===== src/rtl/pi_txn_queue_pkg.sv =====
// Shared definitions for the Pi-side 68K request queue.
// Provides register select codes, ADDR_HI/STATUS bit positions and the queued entry layout.
// No logic; it is imported by the queue top and its FIFO.
package pi_txn_queue_pkg;

  typedef enum logic [1:0] {
    REG_DATA    = 2'd0,
    REG_ADDR_LO = 2'd1,
    REG_ADDR_HI = 2'd2,
    REG_STATUS  = 2'd3
  } reg_sel_e;

  // ADDR_HI write layout: D[15:13] fc, D[9] rw, D[8] byte size, D[7:0] addr[23:16]
  localparam int HI_FC_MSB    = 15;
  localparam int HI_FC_LSB    = 13;
  localparam int HI_RW        = 9;
  localparam int HI_SIZE      = 8;
  localparam int STATUS_FLUSH = 15;

  localparam int ENTRY_W = 47;

  typedef struct packed {
    logic [23:0] addr;
    logic [15:0] data;
    logic        rw;
    logic        siz;    // 1 = byte access
    logic        uds_n;
    logic        lds_n;
    logic [2:0]  fc;
  } entry_t;

endpackage


===== src/rtl/pi_txn_queue_if.sv =====
// Command handshake between the Pi request queue (master) and the 68K bus-cycle FSM (slave).
// Head entry fields qualified by CMD_VALID; CMD_READY pops; CMD_DONE/CMD_BERR report completion.
// Pure wiring, no latency; backpressure is CMD_READY low.
interface pi_txn_queue_if;
  logic        CMD_VALID;
  logic        CMD_READY;
  logic [23:0] CMD_ADDR;
  logic [15:0] CMD_DATA;
  logic        CMD_RW;
  logic        CMD_UDS_n;
  logic        CMD_LDS_n;
  logic [2:0]  CMD_FC;
  logic        CMD_DONE;
  logic        CMD_BERR;

  modport master (
    output CMD_VALID, CMD_ADDR, CMD_DATA, CMD_RW, CMD_UDS_n, CMD_LDS_n, CMD_FC,
    input  CMD_READY, CMD_DONE, CMD_BERR
  );

  modport slave (
    input  CMD_VALID, CMD_ADDR, CMD_DATA, CMD_RW, CMD_UDS_n, CMD_LDS_n, CMD_FC,
    output CMD_READY, CMD_DONE, CMD_BERR
  );
endinterface


===== src/rtl/pi_txn_fifo.sv =====
// Generic synchronous FIFO with push/pop/flush; head data read combinationally from memory.
// Latency: a push is visible at the head the cycle after it is written into an empty FIFO.
// Backpressure: push while full is accepted only if a pop happens in the same cycle; flush drops queued data.
// Ports: clk/rst_n; push + push_dat; pop; flush; head_dat, full, empty, empty_next.
module pi_txn_fifo
  import pi_txn_queue_pkg::*;
#(
  parameter int W     = ENTRY_W,
  parameter int DEPTH = 4,
  parameter int AW    = 2
) (
  input  logic         clk,
  input  logic         rst_n,
  input  logic         push,
  input  logic [W-1:0] push_dat,
  input  logic         pop,
  input  logic         flush,
  output logic [W-1:0] head_dat,
  output logic         full,
  output logic         empty,
  output logic         empty_next
);

  localparam logic [AW:0] PTR_ONE = {{AW{1'b0}}, 1'b1};

  logic [W-1:0] mem [DEPTH];
  logic [AW:0]  wr_ptr, rd_ptr, wr_nxt, rd_nxt;
  logic         do_push, do_pop;

  // Extra MSB on each pointer separates full from empty when the low bits match.
  assign full  = (wr_ptr[AW] != rd_ptr[AW]) && (wr_ptr[AW-1:0] == rd_ptr[AW-1:0]);
  assign empty = (wr_ptr == rd_ptr);

  assign do_pop  = pop & ~empty;
  // A push coinciding with a flush is discarded along with the queued entries.
  assign do_push = push & ~flush & (~full | do_pop);

  always_comb begin
    wr_nxt = wr_ptr;
    rd_nxt = rd_ptr;
    if (do_push) wr_nxt = wr_ptr + PTR_ONE;
    if (flush)       rd_nxt = wr_ptr;
    else if (do_pop) rd_nxt = rd_ptr + PTR_ONE;
  end

  assign empty_next = (wr_nxt == rd_nxt);
  assign head_dat   = mem[rd_ptr[AW-1:0]];

  always_ff @(posedge clk or negedge rst_n) begin
    if (!rst_n) begin
      wr_ptr <= '0;
      rd_ptr <= '0;
    end else begin
      wr_ptr <= wr_nxt;
      rd_ptr <= rd_nxt;
    end
  end

  // Storage needs no reset: head contents are never used while empty.
  always_ff @(posedge clk) begin
    if (do_push) mem[wr_ptr[AW-1:0]] <= push_dat;
  end

endmodule


===== src/rtl/pi_txn_queue.sv =====
// Pi-side front end of the 68K bridge: decodes Pi register writes and queues complete bus requests.
// Latency: PI_WR pin rise to CMD_VALID is 3 PI_CLK edges on an empty queue (2-flop sync + edge detect).
// Backpressure: CMD_READY low holds the head; a push into a full queue without a pop is dropped (Q_OVERFLOW).
// Ports: PI_CLK, RESET_n; Pi side PI_A/PI_WR/PI_RD/PI_D_IN; status PI_TXN_IN_PROGRESS, Q_OVERFLOW, Q_BERR;
//        cmd (master) carries the head entry, CMD_READY pop and CMD_DONE/CMD_BERR completion.
module pi_txn_queue
  import pi_txn_queue_pkg::*;
#(
  parameter int DEPTH = 4,
  parameter int AW    = 2
) (
  input  logic                 PI_CLK,
  input  logic                 RESET_n,
  input  logic [1:0]           PI_A,
  input  logic                 PI_WR,
  input  logic                 PI_RD,
  input  logic [15:0]          PI_D_IN,
  output logic                 PI_TXN_IN_PROGRESS,
  output logic                 Q_OVERFLOW,
  output logic                 Q_BERR,
  pi_txn_queue_if.master       cmd
);

  // [0] metastability flop, [1] synchronised level, [2] previous level for edge detect
  logic [2:0]  wr_sync, rd_sync;
  logic        wr_edge, rd_edge;
  reg_sel_e    sel;
  logic [15:0] addr_lo, data_stg;
  logic        push, flush, stat_rd, pop;
  logic        full, empty, empty_next;
  logic        inflight, inflight_next;
  logic        ovf_set, berr_set;
  entry_t      new_ent, head;
  logic [ENTRY_W-1:0] head_dat;

  always_ff @(posedge PI_CLK or negedge RESET_n) begin
    if (!RESET_n) begin
      wr_sync <= '0;
      rd_sync <= '0;
    end else begin
      wr_sync <= {wr_sync[1:0], PI_WR};
      rd_sync <= {rd_sync[1:0], PI_RD};
    end
  end

  assign wr_edge = wr_sync[1] & ~wr_sync[2];
  assign rd_edge = rd_sync[1] & ~rd_sync[2];
  assign sel     = reg_sel_e'(PI_A);

  assign push    = wr_edge && (sel == REG_ADDR_HI);
  assign flush   = wr_edge && (sel == REG_STATUS) && PI_D_IN[STATUS_FLUSH];
  assign stat_rd = rd_edge && (sel == REG_STATUS);

  always_ff @(posedge PI_CLK or negedge RESET_n) begin
    if (!RESET_n) begin
      addr_lo  <= '0;
      data_stg <= '0;
    end else if (wr_edge) begin
      if (sel == REG_ADDR_LO) addr_lo  <= PI_D_IN;
      if (sel == REG_DATA)    data_stg <= PI_D_IN;
    end
  end

  // Byte accesses pick the strobe from A0 (even address = upper byte); words assert both.
  always_comb begin
    new_ent       = '0;
    new_ent.addr  = {PI_D_IN[7:0], addr_lo};
    new_ent.data  = data_stg;
    new_ent.rw    = PI_D_IN[HI_RW];
    new_ent.siz   = PI_D_IN[HI_SIZE];
    new_ent.fc    = PI_D_IN[HI_FC_MSB:HI_FC_LSB];
    new_ent.uds_n = PI_D_IN[HI_SIZE] ?  addr_lo[0] : 1'b0;
    new_ent.lds_n = PI_D_IN[HI_SIZE] ? ~addr_lo[0] : 1'b0;
  end

  pi_txn_fifo #(
    .W     (ENTRY_W),
    .DEPTH (DEPTH),
    .AW    (AW)
  ) u_fifo (
    .clk        (PI_CLK),
    .rst_n      (RESET_n),
    .push       (push),
    .push_dat   (new_ent),
    .pop        (pop),
    .flush      (flush),
    .head_dat   (head_dat),
    .full       (full),
    .empty      (empty),
    .empty_next (empty_next)
  );

  assign head = head_dat;
  assign pop  = ~empty & cmd.CMD_READY;

  // Idle bus values while empty: strobes and RW deasserted-high, FC all ones.
  always_comb begin
    cmd.CMD_VALID = ~empty;
    cmd.CMD_ADDR  = '0;
    cmd.CMD_DATA  = '0;
    cmd.CMD_RW    = 1'b1;
    cmd.CMD_UDS_n = 1'b1;
    cmd.CMD_LDS_n = 1'b1;
    cmd.CMD_FC    = 3'b111;
    if (!empty) begin
      cmd.CMD_ADDR  = head.addr;
      cmd.CMD_DATA  = head.data;
      cmd.CMD_RW    = head.rw;
      // Word entries always carry both strobes low; the size bit keeps that explicit at the head.
      cmd.CMD_UDS_n = head.siz & head.uds_n;
      cmd.CMD_LDS_n = head.siz & head.lds_n;
      cmd.CMD_FC    = head.fc;
    end
  end

  // A pop in the same cycle as DONE starts the next cycle, so the flag stays set.
  assign inflight_next = pop | (inflight & ~cmd.CMD_DONE);

  assign ovf_set  = push & full & ~pop & ~flush;
  assign berr_set = cmd.CMD_DONE & cmd.CMD_BERR & inflight;

  always_ff @(posedge PI_CLK or negedge RESET_n) begin
    if (!RESET_n) begin
      inflight           <= 1'b0;
      PI_TXN_IN_PROGRESS <= 1'b0;
      Q_OVERFLOW         <= 1'b0;
      Q_BERR             <= 1'b0;
    end else begin
      inflight           <= inflight_next;
      PI_TXN_IN_PROGRESS <= ~empty_next | inflight_next;
      // Set events win over a simultaneous STATUS read clear.
      Q_OVERFLOW         <= ovf_set  | (Q_OVERFLOW & ~stat_rd);
      Q_BERR             <= berr_set | (Q_BERR     & ~stat_rd);
    end
  end

endmodule


===== src/flat_wrapper.sv =====
// flat-port wrapper written by rule: the top's interface ports become plain ports
module pi_txn_queue_flat import pi_txn_queue_pkg::*;
#(
  parameter int DEPTH = 4,
  parameter int AW    = 2
)
  (PI_CLK, RESET_n, PI_A, PI_WR, PI_RD, PI_D_IN, PI_TXN_IN_PROGRESS, Q_OVERFLOW, Q_BERR, cmd_CMD_VALID, cmd_CMD_ADDR, cmd_CMD_DATA, cmd_CMD_RW, cmd_CMD_UDS_n, cmd_CMD_LDS_n, cmd_CMD_FC, cmd_CMD_READY, cmd_CMD_DONE, cmd_CMD_BERR);
  pi_txn_queue_if cmd_i ();
  input  logic PI_CLK;
  input  logic RESET_n;
  input  logic [1:0] PI_A;
  input  logic PI_WR;
  input  logic PI_RD;
  input  logic [15:0] PI_D_IN;
  output logic PI_TXN_IN_PROGRESS;
  output logic Q_OVERFLOW;
  output logic Q_BERR;
  output wire logic [$bits(cmd_i.CMD_VALID)-1:0] cmd_CMD_VALID;
  output wire logic [$bits(cmd_i.CMD_ADDR)-1:0] cmd_CMD_ADDR;
  output wire logic [$bits(cmd_i.CMD_DATA)-1:0] cmd_CMD_DATA;
  output wire logic [$bits(cmd_i.CMD_RW)-1:0] cmd_CMD_RW;
  output wire logic [$bits(cmd_i.CMD_UDS_n)-1:0] cmd_CMD_UDS_n;
  output wire logic [$bits(cmd_i.CMD_LDS_n)-1:0] cmd_CMD_LDS_n;
  output wire logic [$bits(cmd_i.CMD_FC)-1:0] cmd_CMD_FC;
  input wire logic [$bits(cmd_i.CMD_READY)-1:0] cmd_CMD_READY;
  input wire logic [$bits(cmd_i.CMD_DONE)-1:0] cmd_CMD_DONE;
  input wire logic [$bits(cmd_i.CMD_BERR)-1:0] cmd_CMD_BERR;
  assign cmd_CMD_VALID = cmd_i.CMD_VALID;
  assign cmd_CMD_ADDR = cmd_i.CMD_ADDR;
  assign cmd_CMD_DATA = cmd_i.CMD_DATA;
  assign cmd_CMD_RW = cmd_i.CMD_RW;
  assign cmd_CMD_UDS_n = cmd_i.CMD_UDS_n;
  assign cmd_CMD_LDS_n = cmd_i.CMD_LDS_n;
  assign cmd_CMD_FC = cmd_i.CMD_FC;
  assign cmd_i.CMD_READY = cmd_CMD_READY;
  assign cmd_i.CMD_DONE = cmd_CMD_DONE;
  assign cmd_i.CMD_BERR = cmd_CMD_BERR;
  pi_txn_queue #(.DEPTH(DEPTH), .AW(AW)) u_core (.PI_CLK(PI_CLK), .RESET_n(RESET_n), .PI_A(PI_A), .PI_WR(PI_WR), .PI_RD(PI_RD), .PI_D_IN(PI_D_IN), .PI_TXN_IN_PROGRESS(PI_TXN_IN_PROGRESS), .Q_OVERFLOW(Q_OVERFLOW), .Q_BERR(Q_BERR), .cmd(cmd_i));
endmodule

===== config.mk =====
export PLATFORM = sky130hd
export DESIGN_NAME = pi_txn_queue_flat
export DESIGN_NICKNAME = d
export VERILOG_FILES = /design/src/rtl/pi_txn_queue_pkg.sv /design/src/rtl/pi_txn_queue_if.sv /design/src/rtl/pi_txn_fifo.sv /design/src/rtl/pi_txn_queue.sv /design/src/flat_wrapper.sv
export SDC_FILE = /design/constraint.sdc
export NUM_CORES = 1
export LEC_CHECK = 0
export ABC_CLOCK_PERIOD_IN_PS = 7400
export BUFFER_PORTS_ARGS = -buffer_cell sky130_fd_sc_hd__buf_4
export CAP_MARGIN = 10
export CORE_UTILIZATION = 40
export CTS_CLUSTER_DIAMETER = 80
export DETAILED_ROUTE_END_ITERATION = 16
export GPL_TIMING_DRIVEN = 1
export HOLD_SLACK_MARGIN = 0.15
export SETUP_SLACK_MARGIN = 0.3
export SYNTH_ARGS = -nofsm -noshare
export SYNTH_HDL_FRONTEND = slang
export SYNTH_HIERARCHICAL = 1
export SYNTH_SLANG_ARGS = --single-unit

===== constraint.sdc =====
create_clock -name PI_CLK -period 7.4 [get_ports PI_CLK]
set_input_delay 0.37 -clock PI_CLK [delete_from_list [all_inputs] [get_ports PI_CLK]]
set_output_delay 0.37 -clock PI_CLK [all_outputs]
set_load 0.01 [all_outputs]

# Word level (Yosys, flattened, before mapping)
# Memories as Yosys holds them, arrays and structs flattened.
# Cells that the tools add are included.
# word_totals
ff_bits	48
mem_bits_rw	188
output_inout_bits	50
n_memories	1
# op_classes
addsub	2
n_eq_ne	7
mux	13
bitwise	31
n_reduce_logical	8
# memory_table
name	words	width	rd	rd_clocked_by_memory_dff	write_ports	line_no	source
u_core.u_fifo.mem	4	47	1	0	1	pi_txn_fifo.sv:26	logic [W-1:0] mem [DEPTH];
# ops
op	count
2-to-1 mux 24 bit	1
AND 1 bit	16
2-to-1 mux 16 bit	1
2-to-1 mux 3 bit	4
inverter 1 bit	10
2-to-1 mux 1 bit	7
adder 3 x 1 -> 3 bit (second input constant)	2
== test 3 bit	2
logical AND 1 bit	5
OR 1 bit	5
== test 2 bit (second input constant)	2
AND reduction 2 bit	2
== test 2 x 1 -> 1 bit (second input constant)	1
== test 2 bit	1
zero test 2 bit	1
inequality test 1 bit	1

# Logic depth before layout (Yosys ltp)
# Gate-level depths: netlist of run 1.
# depth
word_depth	11
mapped_depth	13
mapped_depth_nobuf	11

# Cells and area by module
# Netlist of run 1, hierarchy kept.
# by_module_without_submodules
mod	instances	cells_each	area_per_inst_um2
pi_txn_fifo	1	310	7343.3
pi_txn_queue	1	146	1890.6

# Worst setup path before layout of run 1
# Ideal clock, no wire load.
# synth_path
path_kind	flip-flop to flip-flop
from	register u_core.u_fifo.rd_ptr[0]
to	memory u_core/u_fifo/mem[3][0] (netlist name), enable pin
setup_ps	510
t_arrival_ps	4838
setup_slack_ps	2053
stages_incl_launch_ff	11
synth_period_minus_slack_ps	5347
cell_sequence	dfrtp_1 buf_2 xnor2_2 nand3_1 inv_1 clkbuf_1 nand2b_1 inv_1 inv_1 and4_1 nor3_1
# synth_via
elab_chain_cells	8
word_cells_on_any_way	11
classes_between	eq/ne: 2; mux: 2; bitwise: 6; reduce/logical: 1
# synth_rtl
item	line_no	source
start, declared	pi_txn_fifo.sv:27	logic [AW:0] wr_ptr, rd_ptr, wr_nxt, rd_nxt;
start signal, assigned	pi_txn_fifo.sv:55	rd_ptr <= rd_nxt;
== test 3 bit	pi_txn_fifo.sv:32	assign empty = (wr_ptr == rd_ptr);
via u_core.empty	pi_txn_queue.sv:30	logic full, empty, empty_next;
inverter 1 bit	pi_txn_queue.sv:94	assign pop = ~empty & cmd.CMD_READY;
AND 1 bit	pi_txn_queue.sv:94	
via u_core.pop	pi_txn_queue.sv:29	logic push, flush, stat_rd, pop;
AND 1 bit	pi_txn_fifo.sv:34	assign do_pop = pop & ~empty;
OR 1 bit	pi_txn_fifo.sv:36	assign do_push = push & ~flush & (~full | do_pop);
AND 1 bit	pi_txn_fifo.sv:36	
2-to-1 mux 1 bit	pi_txn_fifo.sv:61	if (do_push) mem[wr_ptr[AW-1:0]] <= push_dat;
2-to-1 mux 1 bit (not written as such)	pi_txn_fifo.sv:61	
end, declared	pi_txn_fifo.sv:26	
# The timed path passes the listed nets, and every way through them passes these cells.

# Worst setup path after layout of run 1
# layout_path
from	register u_core.u_fifo.rd_ptr[0]
to	memory u_core/u_fifo/mem[3][32] (netlist name), enable pin
# Same word-level chain as after synthesis.

==> results of run 1 <==
[registers in the layout, indices dropped and copies added, names as in the netlist]
register                   count
u_core/u_fifo/wr_ptr           3
u_core/wr_sync                 3
u_core/addr_lo                16
u_core/u_fifo/rd_ptr           3
u_core/PI_TXN_IN_PROGRESS      1
u_core/Q_OVERFLOW              1
u_core/rd_sync                 3
u_core/data_stg               16
u_core/inflight                1
u_core/Q_BERR                  1
u_core/u_fifo/mem            188
[worst max-delay path: stages, from the launching register on]
cell and delay [ns]:
dfrtp_4 1.13, xnor2_2 0.31, nand3_1 0.17, clkinv_1 0.09
nand2b_1 0.20, inv_1 0.22, inv_1 0.12, and4_1 0.19
nor3_2 0.68, buf_4 0.62
[how the worst max path moves through the flow]
| stage | cells past startpoint | from | endpoint | slack (ns) |
|---|---|---|---|---|
| 2_1_floorplan | 10 | u_core/u_fifo/rd_ptr[0]$_DFF_PN0_ | u_core/u_fifo/mem[3][0]$_DFFE_PP_ | 2.05 |
| 3_3_place_gp | 9 | u_core/u_fifo/rd_ptr[0]$_DFF_PN0_ | u_core/u_fifo/mem[3][43]$_DFFE_PP_ | 3.30 |
| 3_5_place_dp | 9 | u_core/u_fifo/rd_ptr[0]$_DFF_PN0_ | u_core/u_fifo/mem[3][43]$_DFFE_PP_ | 3.21 |
| 4_1_cts | 9 | u_core/u_fifo/rd_ptr[0]$_DFF_PN0_ | u_core/u_fifo/mem[3][32]$_DFFE_PP_ | 3.16 |
| 5_1_grt | 9 | u_core/u_fifo/rd_ptr[0]$_DFF_PN0_ | u_core/u_fifo/mem[3][8]$_DFFE_PP_ | 2.89 |
| 6_report | 9 | u_core/u_fifo/rd_ptr[0]$_DFF_PN0_ | u_core/u_fifo/mem[3][32]$_DFFE_PP_ | 3.26 |
[layer usage]
layer / share of wire / vias to the layer above / wire (µm) / GRT usage
li1: - / 2009 / - / -
met1: 0.45 / 2372 / 7740 / 0.202
met2: 0.49 / 102 / 8470 / 0.247
met3: 0.036 / 32 / 623 / 0.0225
met4: 0.021 / 0 / 360 / 0.0476
met5: 0 / - / 0 / 0
[stage by stage]
step | instances | util | total power, W | worst slack, ns | hold WS (ns)
global placement | 801 | 0.446 | 0.00307 | 3.30 | 0.334
detailed placement | 801 | 0.446 | 0.00309 | 3.21 | 0.336
CTS | 866 | 0.494 | 0.00440 | 3.16 | 0.151
finish | 866 | 0.494 | 0.00435 | 3.26 | 0.178
global route | 866 | 0.494 | 0.00456 | 2.89 | 0.207
floorplan | 456 | - | 0.00253 | 2.05 | 0.0744
[synth_stat cells, drive strengths merged (3+ instances only)]
master and instances:
nand3 4, xnor2 5, nand2b 3, a21oi 3, a31oi 3, buf 11
inv 10, clkbuf 10, nand2 6, or2 4, ha 5, o21ai 3
mux2 33, edfxtp 188, nor2b 42, mux4 47, dfrtp 48, and2 6
[kinds of logic after synthesis]
kind of cell / Yosys count / share of synthesized area
flops: 236 / 0.741
mux: 80 / 0.155
simple gates: 77 / 0.0538
buf+inv: 31 / 0.0164
compound gates: 20 / 0.0180
xor+xnor: 7 / 0.00827
fa+ha+maj: 5 / 0.00678
[area by class of cell]
| cell class | instances | area [µm²] |
|---|---|---|
| clock buffer | 28 | 657 |
| clock inverter | 16 | 218 |
| fill | 1860 | 11500 |
| inverter | 10 | 37.5 |
| multi-input combinational | 189 | 2240 |
| sequential | 236 | 6850 |
| tap | 285 | 357 |
| timing repair buffer | 102 | 818 |
[power by group through the flow]
stage,Clock [W],Combinational (W),Sequential (W)
2_1_floorplan,0,0.000863,0.00166
3_3_place_gp,0,0.00130,0.00177
3_5_place_dp,0,0.00131,0.00178
4_1_cts,0.00133,0.00132,0.00175
5_1_grt,0.00138,0.00140,0.00177
6_report,0.00131,0.00130,0.00174
==> flow_summary.json, run 1 <==
{
  "clock_path_buffers": 3,
  "pin_count": 75,
  "synth_top_area_share": 0.611,
  "die_width_um": 154,
  "status": "completed",
  "syn2layout_area_growth_pct": 21.1,
  "synth_area_leader_cell": "edfxtp_1",
  "cts_tree": "built",
  "netSwitchingFraction": 0.291,
  "combPwrFrac": 0.298,
  "antenna_found_initial": 0,
  "p_seq_frac": 0.401,
  "finalClockSkew_ns": 0.0141,
  "die_y_um": 154,
  "drt_first_pass_iters": 4,
  "mostFrequentLayoutCell": "edfxtp_1",
  "grt_pass1_wl_um": 26900,
  "core_area_mm2": 0.0226,
  "most-common-layout-cells": "edfxtp_1 (188), buf_4 (81), mux4_2 (47)",
  "p_per_area_mw_per_mm2": 389,
  "drive_gt1_frac": 0.375,
  "r2r_end": "u_core/u_fifo/mem[3][32]$_DFFE_PP_",
  "grt_max_degree": 52,
  "portBuffers": 74,
  "hold_path_end": "u_core/inflight$_DFF_PN0_",
  "fmax_mhz": 241,
  "start_util": 0.408,
  "cts.sinks": 236,
  "timing_worst_slew_pin_value_ns": 1.17,
  "worstSetupPathType": "flip-flop to flip-flop",
  "period_share": 0.560,
  "end_kind": "flip-flop",
  "clk_pin_slew_ns": 0.06,
  "drt-vias-per-instance": 5.21,
  "pwr-share-clk": 0.301,
  "setup_viol": 0,
  "peakVddDrop_v": 0.000187,
  "place.gp.congestion": 0.794,
  "grt_pass1_vias": 4742,
  "grt_setup_unrepaired": "false",
  "intPower_w": 0.00308,
  "ys_ff_latch": 236,
  "slew_headroom": 0.217,
  "ff2ff_path_depth": 9,
  "p_switching_w": 0.00126,
  "num_rows": 55,
  "grt.total_usage": 0.149,
  "path_max_fanout": 51,
  "synth_cell_types": 44,
  "drt_iter0_drc": 316,
  "cellLeakagePower_nw": 3.97,
  "fin_crit_ns": 4.14,
  "ctsHoldBuffers": 21,
  "root_buffer": "clkbuf_16",
  "cts-buffers-inserted": 24,
  "die_area_mm2": 0.0237,
  "cts.repair.resized": 0,
  "syn-cell-area_mm2": 0.00923,
  "startpoint_type": "flip-flop",
  "wl_per_cell_um": 19.9,
  "crit_arrival_ns": 4.28,
  "drcViolationCount": 0,
  "rrSetupSlack_ns": 3.26,
  "synth_edf_count": 188,
  "critPathRequiredTime_ns": 7.53,
  "syn_nets": 486,
  "antennaDiodeCount": 0,
  "ys.flop_type": "edfxtp_1",
  "syn_inst": 456,
  "ys_seq_area_frac": 0.741,
  "overflow": 0,
  "cap_violations": 0,
  "syn_avg_cell_area_um2": 20.2,
  "hp-start": "cmd_CMD_READY",
  "ant_nets": 0,
  "hold_viol_final": 0,
  "clk_latency_ns": 0.51,
  "htreeDepth": 1,
  "hpwlAfterDp_um": 10000,
  "async_flop_share": 0.203,
  "drv_slew": 0,
  "rr_startpoint": "u_core/u_fifo/rd_ptr[0]$_DFF_PN0_",
  "fin_nets": 593,
  "routed-via-count": 4515,
  "place_area_mm2": 0.0101,
  "setup_tns_ns": 0,
  "yosys_warnings": 6,
  "hold_path_class": "input port to flip-flop",
  "synthTopCellsByArea": "edfxtp_1 (61%), dfrtp_1 (13%), mux4_2 (11%), mux2_2 (3.9%), nor2b_1 (2.8%)",
  "design_area_mm2": 0.0112,
  "finalWirelength_um": 17200,
  "postCtsSetupRepairBufs": 0,
  "hold_depth": 3
}
Note: power is estimated with default switching activity, not from simulation.
==> run 2, diff against run 1 <==
--- a/config.mk
+++ b/config.mk
@@ -5,7 +5,7 @@
 export SDC_FILE = /design/constraint.sdc
 export NUM_CORES = 1
 export LEC_CHECK = 0
-export ABC_CLOCK_PERIOD_IN_PS = 7400
+export ABC_CLOCK_PERIOD_IN_PS = 3400
 export BUFFER_PORTS_ARGS = -buffer_cell sky130_fd_sc_hd__buf_4
 export CAP_MARGIN = 10
 export CORE_UTILIZATION = 40
==> constraint.sdc (replaced) <==
create_clock -name PI_CLK -period 3.4 [get_ports PI_CLK]
set_input_delay 0.17 -clock PI_CLK [delete_from_list [all_inputs] [get_ports PI_CLK]]
set_output_delay 0.17 -clock PI_CLK [all_outputs]
set_load 0.01 [all_outputs]
==> flow_summary.json, run 2 (synthesis results as in run 1) <==
{
  "routed-via-count": 4487,
  "setup_viol": 0,
  "wl_per_cell_um": 19.8,
  "cap_violations": 0,
  "portBuffers": 74,
  "root_buffer": "clkbuf_16",
  "drt-vias-per-instance": 5.13,
  "critPathRequiredTime_ns": 3.23,
  "dp_cells": 805,
  "drv_slew": 0,
  "fin_crit_ns": 2.75,
  "worstSetupPathType": "flip-flop to primary output",
  "postCtsSetupRepairBufs": 0,
  "syn2layout_area_growth_pct": 22.1,
  "clk_pin_slew_ns": 0.06,
  "drt_iter0_drc": 298,
  "fin_nets": 603,
  "timing_worst_slew_pin_value_ns": 0.768,
  "drcViolationCount": 0,
  "p_total_w": 0.00936,
  "grt_pass1_vias": 4767,
  "cts-buffers-inserted": 25,
  "htreeDepth": 1,
  "fill_cells": 1792,
  "clk_latency_ns": 0.51,
  "overflow": 0,
  "most-common-layout-cells": "edfxtp_1 (188), buf_4 (81), mux4_2 (47)",
  "fmax_mhz": 363,
  "drt_first_pass_iters": 4,
  "crit_family": "buffers and inverters",
  "path_max_fanout": 50,
  "slew_headroom": 0.488,
  "cts.sinks": 236,
  "hold_path_class": "input port to asynchronous set/reset pin",
  "p_per_area_mw_per_mm2": 831,
  "mostFrequentLayoutCell": "edfxtp_1",
  "critPathBufInv": 2,
  "period_share": 0.809,
  "antennaDiodeCount": 0,
  "clock_path_buffers": 3,
  "num_rows": 55,
  "status": "completed",
  "hpwlAfterDp_um": 10100,
  "crit_arrival_ns": 2.58,
  "start_util": 0.408,
  "largest_register_ffs": 188,
  "grt.total_usage": 0.149,
  "drive_gt1_frac": 0.372,
  "grt_setup_unrepaired": "false",
  "startpoint_type": "flip-flop",
  "cts_tree": "built",
  "pin_count": 75,
  "ant_nets": 0,
  "die_area_mm2": 0.0237,
  "antenna_found_initial": 0,
  "finalWirelength_um": 17300,
  "layoutNonFillerInstCount": 874,
  "place.gp.congestion": 0.793,
  "peakVddDrop_v": 0.000504,
  "cp_slowest_cell": "mux4_2",
  "die_width_um": 154,
  "grt_pass1_wl_um": 27000,
  "setup_tns_ns": 0,
  "slowest_delay_ns": 0.61,
  "crit_chain": "buf_6 > mux4_2 > or2_2 > buf_4",
  "grt_max_degree": 51,
  "hold_viol_final": 0,
  "cellLeakagePower_nw": 4.00,
  "end_kind": "primary output",
  "die_y_um": 154,
  "finalClockSkew_ns": 0.00973,
  "core_area_mm2": 0.0226
}
## run 2: timing repair
| item | in CTS | in global routing |
|---|---|---|
| setup endpoints to repair | 0 | 5 |
| hold endpoints to repair | 142 | 0 |
| hold buffers | 26 | 0 |
| resized for setup | 0 | 1 |
## run 2: report_power, final
part	internal (W)	switching (W)	total, W
Combinational	0.00156	0.00151	0.00307
Sequential	0.00344	0.000197	0.00363
Clock	0.00162	0.00104	0.00266
Total	0.00661	0.00275	0.00936
## run 2: routing by layer
metal	vias to the layer above	part of all wire	GRT usage
met4	0	0.013	0.0371
met1	2331	0.45	0.203
li1	2040	-	-
met3	22	0.042	0.0223
met5	-	0	0
met2	94	0.50	0.252
## run 2: worst paths after layout
check	startpoint	end	slack, ns	cells after the start
max in group asynchronous	RESET_n	u_core/u_fifo/rd_ptr[0]$_DFF_PN0_	2.61	2
min reg2reg	u_core/wr_sync[0]$_DFF_PN0_	u_core/wr_sync[1]$_DFF_PN0_	0.35	0
min	RESET_n	u_core/wr_sync[2]$_DFF_PN0_	0.25	2
min in group PI_CLK	PI_RD	u_core/rd_sync[0]$_DFF_PN0_	0.31	2
max	u_core/u_fifo/rd_ptr[0]$_DFF_PN0_	cmd_CMD_RW	0.65	4
max reg2reg	u_core/u_fifo/wr_ptr[1]$_DFF_PN0_	u_core/u_fifo/mem[2][26]$_DFFE_PP_	0.73	9
## run 2: final cells by class
cell class / instances / area (µm²) / share of cell area
sequential: 236 / 6850 / 0.608
timing repair buffer: 111 / 940 / 0.0834
multi-input combinational: 189 / 2270 / 0.201
clock buffer: 31 / 668 / 0.0593
tap: 285 / 357 / 0.0316
clock inverter: 12 / 149 / 0.0132
inverter: 10 / 37.5 / 0.00333
## run 2: metrics by stage
stage | worst slack, ns | hold slack, ns | utilization | area, µm²
CTS | 0.322 | 0.272 | 0.498 | 11300
detailed placement | 0.681 | 0.273 | 0.450 | 10200
finish | 0.648 | 0.250 | 0.498 | 11300
floorplan | 0.305 | -0.126 | - | 9270
global route | 0.487 | 0.310 | 0.498 | 11300
global placement | 0.758 | 0.273 | 0.450 | 10200
==> run 3, diff against run 2 <==
--- a/config.mk
+++ b/config.mk
@@ -5,7 +5,7 @@
 export SDC_FILE = /design/constraint.sdc
 export NUM_CORES = 1
 export LEC_CHECK = 0
-export ABC_CLOCK_PERIOD_IN_PS = 3400
+export ABC_CLOCK_PERIOD_IN_PS = 2500
 export BUFFER_PORTS_ARGS = -buffer_cell sky130_fd_sc_hd__buf_4
 export CAP_MARGIN = 10
 export CORE_UTILIZATION = 40
==> constraint.sdc (replaced) <==
create_clock -name PI_CLK -period 2.5 [get_ports PI_CLK]
set_input_delay 0.125 -clock PI_CLK [delete_from_list [all_inputs] [get_ports PI_CLK]]
set_output_delay 0.125 -clock PI_CLK [all_outputs]
set_load 0.01 [all_outputs]
==> flow_summary.json, run 3 (synthesis results as in run 1) <==
{
  "finalWirelength_um": 21600,
  "die_y_um": 154,
  "p_switching_w": 0.00451,
  "period_share": 0.952,
  "cts-buffers-inserted": 25,
  "layoutNonFillerInstCount": 936,
  "drv_slew": 0,
  "wl_per_cell_um": 23.1,
  "critPathRequiredTime_ns": 2.88,
  "slowest_delay_ns": 0.57,
  "crit_top_cell": "buf_12",
  "drive_gt1_frac": 0.472,
  "cts.sinks": 236,
  "startpoint_type": "flip-flop",
  "worstSetupPathType": "flip-flop to flip-flop",
  "fin_worst_hold_slack_ns": 0.199,
  "finalCoreUtilization": 0.558,
  "cp_slowest_cell": "dfrtp_4",
  "setup_tns_ns": 0,
  "finalClockSkew_ns": 0.0204,
  "routed-via-count": 4848,
  "drt_first_pass_iters": 6,
  "r2r_end": "u_core/PI_TXN_IN_PROGRESS$_DFF_PN0_",
  "antenna_found_initial": 0,
  "rrSetupSlack_ns": 0.12,
  "root_buffer": "clkbuf_16",
  "ff2ff_path_depth": 11,
  "die_area_mm2": 0.0237,
  "netSwitchingFraction": 0.310,
  "peakVddDrop_v": 0.000640,
  "cellLeakagePower_nw": 4.65,
  "register_area_mm2": 0.00685,
  "timing_worst_slew_pin_value_ns": 0.689,
  "htreeDepth": 1,
  "ant_nets": 0,
  "pwr-share-clk": 0.227,
  "grt_pass1_wl_um": 30300,
  "p_per_area_mw_per_mm2": 1150,
  "fill_cells": 1669,
  "hold_viol_final": 0,
  "status": "completed",
  "intPower_w": 0.0101,
  "overflow": 0,
  "end_kind": "flip-flop",
  "clock_path_buffers": 3,
  "portBuffers": 74,
  "cts_tree": "built",
  "crit_arrival_ns": 2.76,
  "crit_chain": "buf_6 > buf_16 > buf_12 > buf_12 > ha_4 > nand2_1 > a31oi_1 > o31a_1 > xor2_2 > a211oi_2 > o211ai_1",
  "pin_count": 75,
  "start_util": 0.408,
  "fin_crit_ns": 2.38,
  "mostFrequentLayoutCell": "edfxtp_1",
  "grt_setup_unrepaired": "true",
  "slew_headroom": 0.541,
  "core_area_mm2": 0.0226,
  "dp_cells": 809,
  "largest_register_ffs": 188,
  "drt_iter0_drc": 261,
  "drcViolationCount": 0,
  "hold_path_class": "input port to asynchronous set/reset pin",
  "fin_nets": 662,
  "syn2layout_area_growth_pct": 36.9,
  "grt_max_degree": 49,
  "rr_startpoint": "u_core/u_fifo/rd_ptr[0]$_DFF_PN0_",
  "grt_pass1_vias": 4977,
  "p_seq_frac": 0.343,
  "path_max_fanout": 5,
  "combPwrFrac": 0.429,
  "fmax_mhz": 420,
  "grt.total_usage": 0.174,
  "critPathBufInv": 4,
  "drt-vias-per-instance": 5.18,
  "clk_pin_slew_ns": 0.06,
  "crit_family": "compound AO/OA/AOI/OAI gates",
  "clk_latency_ns": 0.52,
  "die_width_um": 154,
  "setup_viol": 0,
  "cap_violations": 0,
  "p_total_w": 0.0146,
  "hpwlAfterDp_um": 10200,
  "place.gp.congestion": 0.742,
  "antennaDiodeCount": 0,
  "multiInputGateArea_mm2": 0.00250,
  "most-common-layout-cells": "edfxtp_1 (188), buf_4 (66), mux4_2 (47)",
  "num_rows": 55
}
==> run 3: changes by cell type in the layout (fill, tap and decap cells not counted), sizes merged <==
cell	before	now
clkbuf	31	44
inv	10	12
buf	85	135
bufinv	3	0
==> run 3: worst max path at each step <==
stage,from,end,slack (ns),cells after the start
after global placement,u_core/u_fifo/wr_ptr[1]$_DFF_PN0_,u_core/PI_TXN_IN_PROGRESS$_DFF_PN0_,0.20,11
after detailed placement,u_core/u_fifo/wr_ptr[1]$_DFF_PN0_,u_core/PI_TXN_IN_PROGRESS$_DFF_PN0_,0.19,11
final,u_core/u_fifo/rd_ptr[0]$_DFF_PN0_,u_core/PI_TXN_IN_PROGRESS$_DFF_PN0_,0.12,11
after CTS,u_core/u_fifo/rd_ptr[0]$_DFF_PN0_,u_core/PI_TXN_IN_PROGRESS$_DFF_PN0_,0.12,11
after floorplan,u_core/u_fifo/rd_ptr[0]$_DFF_PN0_,u_core/u_fifo/mem[3][0]$_DFFE_PP_,-0.47,10
after global routing,u_core/u_fifo/rd_ptr[0]$_DFF_PN0_,u_core/PI_TXN_IN_PROGRESS$_DFF_PN0_,0.04,11
==> run 3: final cells by class <==
type,instances,area share
repair buffers,170,0.171
clock inverters,11,0.00465
well taps,285,0.0282
flip-flops and latches,236,0.542
clock buffers,35,0.0532
inverters,10,0.00356
multi-input cells,189,0.198
==> run 3: through the flow <==
stage | instance area (µm²) | setup WS, ns
2_1_floorplan | 9320 | -0.469
3_3_place_gp | 10300 | 0.204
3_5_place_dp | 10300 | 0.189
4_1_cts | 12000 | 0.118
5_1_grt | 12600 | 0.0357
6_report | 12600 | 0.119
==> run 3: worst register-to-register path, stage by stage (launching register included) <==
cell and delay, ns:
dfrtp_4 0.57, buf_6 0.17, buf_16 0.13, buf_12 0.14
buf_12 0.13, ha_4 0.22, nand2_1 0.06, a31oi_1 0.04
o31a_1 0.33, xor2_2 0.16, a211oi_2 0.19, o211ai_1 0.12
==> run 3: layer usage <==
metal | global-route usage | routed length, µm
met5 | 0 | 0
met4 | 0.0438 | 440
met1 | 0.235 | 9370
met3 | 0.0299 | 1040
met2 | 0.292 | 10800
==> run 3: power by group through the flow <==
stage	combinational (W)	clock [W]	sequential, W
detailed placement	0.00434	0	0.00504
floorplan	0.00269	0	0.00494
finish	0.00625	0.00331	0.00500
global route	0.00664	0.00353	0.00504
CTS	0.00524	0.00336	0.00499
global placement	0.00433	0	0.00501
==> run 3: repair_timing <==
| action | in CTS | in global routing |
|---|---|---|
| pin swaps | 4 | 12 |
| setup buffers | 25 | 8 |
| gates resized for setup | 31 | 70 |
| hold buffers | 26 | 0 |
| hold endpoints to repair | 147 | 0 |
| cloned | 11 | 11 |
| setup endpoints to repair | 175 | 207 |
